File: src/rtl/if_stage_pkg.sv
// Shared fetch-stage definitions: bus-width macros, stall/exception encodings and fetch helpers.
// Compiled first so the macros are visible to every file that follows.
`ifndef IF_STAGE_DEFINES
`define IF_STAGE_DEFINES
`define STALL_BUS      5:0
`define STOP           1'b1
`define NOSTOP         1'b0
`define EXC_CODE_BUS   4:0
`define EXC_NONE       5'h10
`define EXC_ADEL       5'h04
`define INST_ADDR_BUS  31:0
`define WORD_BUS       31:0
`define PC_INIT        32'hBFC0_0000
`define ZERO_WORD      32'h0000_0000
`endif

package if_stage_pkg;

  localparam int          ADDR_W  = 32;
  localparam logic [31:0] PC_STEP = 32'd4;

  function automatic logic is_misaligned(input logic [ADDR_W-1:0] addr);
    return addr[1:0] != 2'b00;
  endfunction

endpackage

File: src/rtl/if_redirect_buf.sv
// Holds one branch redirect that arrived while fetch was stalled; a newer set overwrites it.
// Registered, one-cycle visibility; flush and reset discard the held target.
module if_redirect_buf
  import if_stage_pkg::*;
(
  input  logic              clk,
  input  logic              rst,
  input  logic              flush,
  input  logic              set,
  input  logic [ADDR_W-1:0] set_tgt,
  input  logic              clr,
  output logic              pend_vld,
  output logic [ADDR_W-1:0] pend_tgt
);

  logic              pend_vld_q, pend_vld_d;
  logic [ADDR_W-1:0] pend_tgt_q, pend_tgt_d;

  always_comb begin
    pend_vld_d = pend_vld_q;
    pend_tgt_d = pend_tgt_q;
    if (flush) begin
      pend_vld_d = 1'b0;
    end else if (set) begin
      pend_vld_d = 1'b1;
      pend_tgt_d = set_tgt;
    end else if (clr) begin
      pend_vld_d = 1'b0;
    end
  end

  always_ff @(posedge clk) begin
    if (rst) begin
      pend_vld_q <= 1'b0;
      pend_tgt_q <= '0;
    end else begin
      pend_vld_q <= pend_vld_d;
      pend_tgt_q <= pend_tgt_d;
    end
  end

  assign pend_vld = pend_vld_q;
  assign pend_tgt = pend_tgt_q;

endmodule

File: src/rtl/if_stage.sv
// Fetch stage: PC register, next-PC select (flush > stall > branch > pending > +4), zero-latency outputs.
// stall[0] holds the PC; IF_ADEL_CHECK_EN adds a misaligned-fetch (AdEL) check that suppresses ice.
module if_stage
  import if_stage_pkg::*;
#(
  parameter logic [31:0] RESET_VECTOR = `PC_INIT
) (
  input  logic                   cpu_clk_50M,
  input  logic                   cpu_rst,
  input  logic [`STALL_BUS]      stall,
  input  logic                   flush,
  input  logic [`INST_ADDR_BUS]  cp0_excaddr,
  input  logic                   branch_taken,
  input  logic [`INST_ADDR_BUS]  branch_target,
  output logic                   ice,
  output logic [`INST_ADDR_BUS]  iaddr,
  output logic [`INST_ADDR_BUS]  pc,
  output logic [`INST_ADDR_BUS]  pc_plus_4,
  output logic [`EXC_CODE_BUS]   if_exccode,
  output logic [`WORD_BUS]       if_badvaddr
);

  logic                  ce_q, ce_d;
  logic [`INST_ADDR_BUS] pc_q, pc_d;
  logic                  stop;
  logic                  pend_vld;
  logic [`INST_ADDR_BUS] pend_tgt;
  logic                  pend_set, pend_clr;

  assign stop = (stall[0] == `STOP);

  // A stalled branch is parked; any unstalled cycle either consumes or supersedes it.
  assign pend_set = ce_q && !flush && stop && branch_taken;
  assign pend_clr = ce_q && !flush && !stop;

  if_redirect_buf u_redirect_buf (
    .clk      (cpu_clk_50M),
    .rst      (cpu_rst),
    .flush    (ce_q && flush),
    .set      (pend_set),
    .set_tgt  (branch_target),
    .clr      (pend_clr),
    .pend_vld (pend_vld),
    .pend_tgt (pend_tgt)
  );

  always_comb begin
    ce_d = 1'b1;
    pc_d = pc_q;
    if (ce_q) begin
      if (flush) begin
        pc_d = cp0_excaddr;
      end else if (stop) begin
        pc_d = pc_q;
      end else if (branch_taken) begin
        pc_d = branch_target;
      end else if (pend_vld) begin
        pc_d = pend_tgt;
      end else begin
        pc_d = pc_q + PC_STEP;
      end
    end
  end

  always_ff @(posedge cpu_clk_50M) begin
    if (cpu_rst) begin
      ce_q <= 1'b0;
      pc_q <= RESET_VECTOR;
    end else begin
      ce_q <= ce_d;
      pc_q <= pc_d;
    end
  end

  assign pc        = pc_q;
  assign iaddr     = pc_q;
  assign pc_plus_4 = pc_q + PC_STEP;

`ifdef IF_ADEL_CHECK_EN
  logic adel;
  assign adel        = ce_q && is_misaligned(pc_q);
  assign ice         = ce_q && !adel;
  assign if_exccode  = adel ? `EXC_ADEL : `EXC_NONE;
  assign if_badvaddr = adel ? pc_q : `ZERO_WORD;
`else
  assign ice         = ce_q;
  assign if_exccode  = `EXC_NONE;
  assign if_badvaddr = `ZERO_WORD;
`endif

endmodule
File: config.mk
export PLATFORM = sky130hd
export DESIGN_NAME = if_stage
export DESIGN_NICKNAME = d
export VERILOG_FILES = /design/src/rtl/if_stage_pkg.sv /design/src/rtl/if_redirect_buf.sv /design/src/rtl/if_stage.sv
export SDC_FILE = /design/constraint.sdc
export NUM_CORES = 1
export LEC_CHECK = 0
export BUFFER_PORTS_ARGS = -buffer_cell sky130_fd_sc_hd__buf_2
export CORE_MARGIN = 2
export CORE_UTILIZATION = 30
export CTS_BUF_LIST = sky130_fd_sc_hd__clkbuf_8
export DETAILED_ROUTE_END_ITERATION = 6
export PLACE_DENSITY = 0.55
export SYNTH_ARGS = -nofsm -noshare
export SYNTH_HDL_FRONTEND = slang
export SYNTH_SLANG_ARGS = --single-unit
export TNS_END_PERCENT = 50
File: constraint.sdc
create_clock -name cpu_clk_50M -period 2.5 [get_ports cpu_clk_50M]
set_input_delay 0.375 -clock cpu_clk_50M [delete_from_list [all_inputs] [get_ports cpu_clk_50M]]
set_output_delay 0.375 -clock cpu_clk_50M [all_outputs]
set_load 0.05 [all_outputs]
==> metrics.csv <==
stage,metric,value,unit
cts,Sink Count,66,
cts,worst-case clock buffer depth,2,
layout,non-filler instance count after layout,992,
global_route,GRT met2 Usage,29.25,%
floorplan,die area,0.01636,mm²
floorplan,io pins,208,
run_status,status,finished with violations,
detailed_routing,Final ANT Viol Nets,0,
detailed_routing,DRT Pass-1 Iters,5,
synthesis,Yosys reg bits,66,
layout,P&R area growth vs syn,34.76,%
floorplan,Initial Util,30.53,%
synthesis,number of synthesis warnings,0,
pwr,Flop pwr share,34.9,%
synthesis,post-synth cell types,61,
pwr,Leakage,2.733,nW
critical_path,worst-path fanout max,2,
cts,"Clk pin slew, worst setup/hold paths",0.07,ns
pwr,clock share of power,27.6,%
layout,post-layout util,41.14,%
sta,hold_ws,0.2731,ns
placed_design,Final Wtd Congestion,0.8588,
synthesis,Synth top area share,28.68,%
flow_run,max cap viols,0,
sta,RSZ-0062 raised after global routing,true,
critical_path,CP endpoint kind,primary output,
global_route,initial antenna violation count,3,
sta,FMAX,0.3737,GHz
sta,skew final,0.01411,ns
sta,Setup-failing EPs final,8,
critical_path,CP max stage cell,or4_4,
cts,TritonCTS clock tree,done,
pwr,"Power, Total",3.322,mW
critical_path,CP dominant cell by count,or4_4,
sta,actual slew at the worst max-slew pin,0.6532,ns
detailed_routing,DRC,0,
synthesis,register area share after synthesis,28.68,%
floorplan,Die X,127.9,µm
global_route,Congestion Overflow GR,0,
cts,cts bufs inserted,9,
detailed_routing,via count,4895,
global_route,GRT Max-Usage Layer,met2,
hold_path,Worst Hold Class,input port to flip-flop,
critical_path,WS Path Type,flip-flop to primary output,
global_route,met3 usage,3.255,%
synthesis,Gate Count Post-Synth,641,
placed_design,placed wire-length estimate,12080,µm
layout,Total Nets Final,870,
placed_design,IO buf count,165,
detailed_routing,vias per inst,4.934,
global_route,largest net degree at the start of global routing,56,
pwr,maximum vdd drop,0.2283,mV
layout,layout cell share with drive strength beyond 1,37.25,%
synthesis,Yosys top cell by area,dfxtp_1,
synthesis,syn_area_per_cell,7.187,µm²
synthesis,predominant post-synthesis flop cell,dfxtp_1,
cts,H-tree levels,3,
critical_path,Critical Path RT,2.12,ns
detailed_routing,final wirelength,16230,µm
synthesis,post-synthesis instance area,0.004607,mm²
sta,Slew headroom,56.45,%
placed_design,post-placement cell count,964,
synthesis,number of synthesized flops with an enable pin,0,
global_route,M1 GR Usage,26.93,%
critical_path,Worst Path Arrival,2.30,ns
sta,Final WS setup,-0.1758,ns
sta,Pins Over Slew Limit,0,
synthesis,synth top area cells,"dfxtp_1, buf_4, nand2_1, a21oi_1, clkbuf_1",
global_route,vias in the first global route,4451,
synthesis,fraction of registers with async set/reset,0,%
global_route,GRT Resource Usage Total,19.19,%
pwr,Switching Fraction,41.24,%
sta,Tmin final,2.676,ns
global_route,first-pass GRT wire length,24320,µm
cts,CTS root buf,clkbuf_8,
detailed_routing,routed len/inst,16.36,µm
critical_path,worst stage delay on the critical path,0.56,ns
floorplan,row count,45,
floorplan,Core ar.,0.01509,mm²
floorplan,Die Height,127.9,µm
sta,period utilization,107.0,%
pwr,Net Switching,1.370,mW
pwr,P per Cell Area,535.1,mW/mm²
run_status,violated checks,negative setup slack,
detailed_routing,DR iter-0 viols,333,
pwr,Comb pwr share,37.5,%
sta,Final Hold Violating Endpoints,0,
cts,Clock Latency Late Sink,0.35,ns
critical_path,worst-path cell chain,nand3_4 > or4_4 > or4_4 > nor2_4 > xor2_4 > buf_6,
pwr,internal power,1.952,mW
critical_path,CP startpoint kind,flip-flop,
[sequential cells by signal (all words and copies together), names as in the netlist]
signal	count
iaddr	32
u_redirect_buf.pend_tgt	32
ice	1
u_redirect_buf.pend_vld	1
[power by group through the flow]
stage | Sequential, mW | Combinational (mW) | Clock [mW]
floorplan | 1.33 | 0.799 | 0
global placement | 1.18 | 1.19 | 0
detailed placement | 1.18 | 1.19 | 0
CTS | 1.16 | 1.22 | 0.944
global route | 1.17 | 1.32 | 0.978
finish | 1.16 | 1.25 | 0.918
[timing repair]
item,4_1_cts,5_1_grt
gates resized for setup,39,22
setup buffers,2,6
pin swaps,7,7
setup endpoints to repair,13,17
hold buffers,0,0
gates cloned,0,0
[worst paths after layout]
path / from / endpoint / slack, ns / cells past startpoint
hold reg to reg: u_redirect_buf.pend_tgt[13] / u_redirect_buf.pend_tgt[13] / 0.45 / 2
hold / removal: branch_target[14] / u_redirect_buf.pend_tgt[14] / 0.27 / 3
setup reg to reg: iaddr[6] / iaddr[29] / 0.36 / 6
setup / recovery: iaddr[6] / pc_plus_4[31] / -0.18 / 6
[layout make-up]
| cell class | instances | area, µm² |
|---|---|---|
| clock buffers | 11 | 151.4 |
| flip-flops and latches | 66 | 1371 |
| inverters | 16 | 60.06 |
| repair buffers | 227 | 1453 |
| fillers | 1594 | 8881 |
| clock inverters | 5 | 46.29 |
| well taps | 188 | 235.2 |
| multi-input cells | 475 | 2882 |
| diodes | 4 | 10.01 |
[layer usage]
layer,wire (µm),up-vias,part of all wire [%]
met5,0,-,0
met4,297,0,1.8
met3,1149,23,7.1
met2,7252,202,45
met1,7533,2233,46
li1,-,2437,-
[cell usage after synthesis, drive strengths merged (8+ instances only)]
cell,n
nand2b,12
mux2i,9
a211oi,10
nand4,11
xnor2,18
nand2,114
nor3,12
buf,75
inv,16
a21oi,77
nand3,18
xor2,8
o211ai,11
o21ai,28
dfxtp,66
clkbuf,44
nor2,27
[kinds of logic (layout without fill, tap and decap cells)]
logic type                 Yosys count  in the layout  synth area share [%]
DFF                                 66             66                 28.68
AOI/OAI and AO/OA                  166            166                 22.11
buffers and inverters              135            259                 17.14
and+or+nand+nor                    236            236                 24.74
xor gates and xnor gates            26             26                 4.943
adders and majority gates            1              1                0.2715
muxes                                9              9                 1.956
other                                2             41                0.1630
[cell usage in the layout, fill, tap and decap left out, drive strengths merged, types with 12 or more instances in the layout]
cell,count
nand2,114
nor2,27
inv,19
nand2b,12
conb,37
xnor2,18
o21ai,28
nor3,12
a21oi,77
dfxtp,66
nand3,18
buf,227
[metrics by stage]
stage                     cell area, µm²  setup slack, ns  setup TNS [ns]
after floorplan                     4945          -0.1954         -0.4261
after global placement              5720          0.05022               0
after detailed placement            5720          0.04374               0
after CTS                           6073          -0.2104         -0.6575
after global routing                6201          -0.2290          -1.566
final                               6208          -0.1758         -0.9365
[worst max-delay path, delay by kind of cell (launching register included)]
| family | cells | cell delay (ns) |
|---|---|---|
| and+or+nand+nor | 4 | 1.25 |
| DFF | 1 | 0.36 |
| buffers and inverters | 1 | 0.17 |
| xor gates and xnor gates | 1 | 0.16 |
Power figures use the tool's default switching activity.
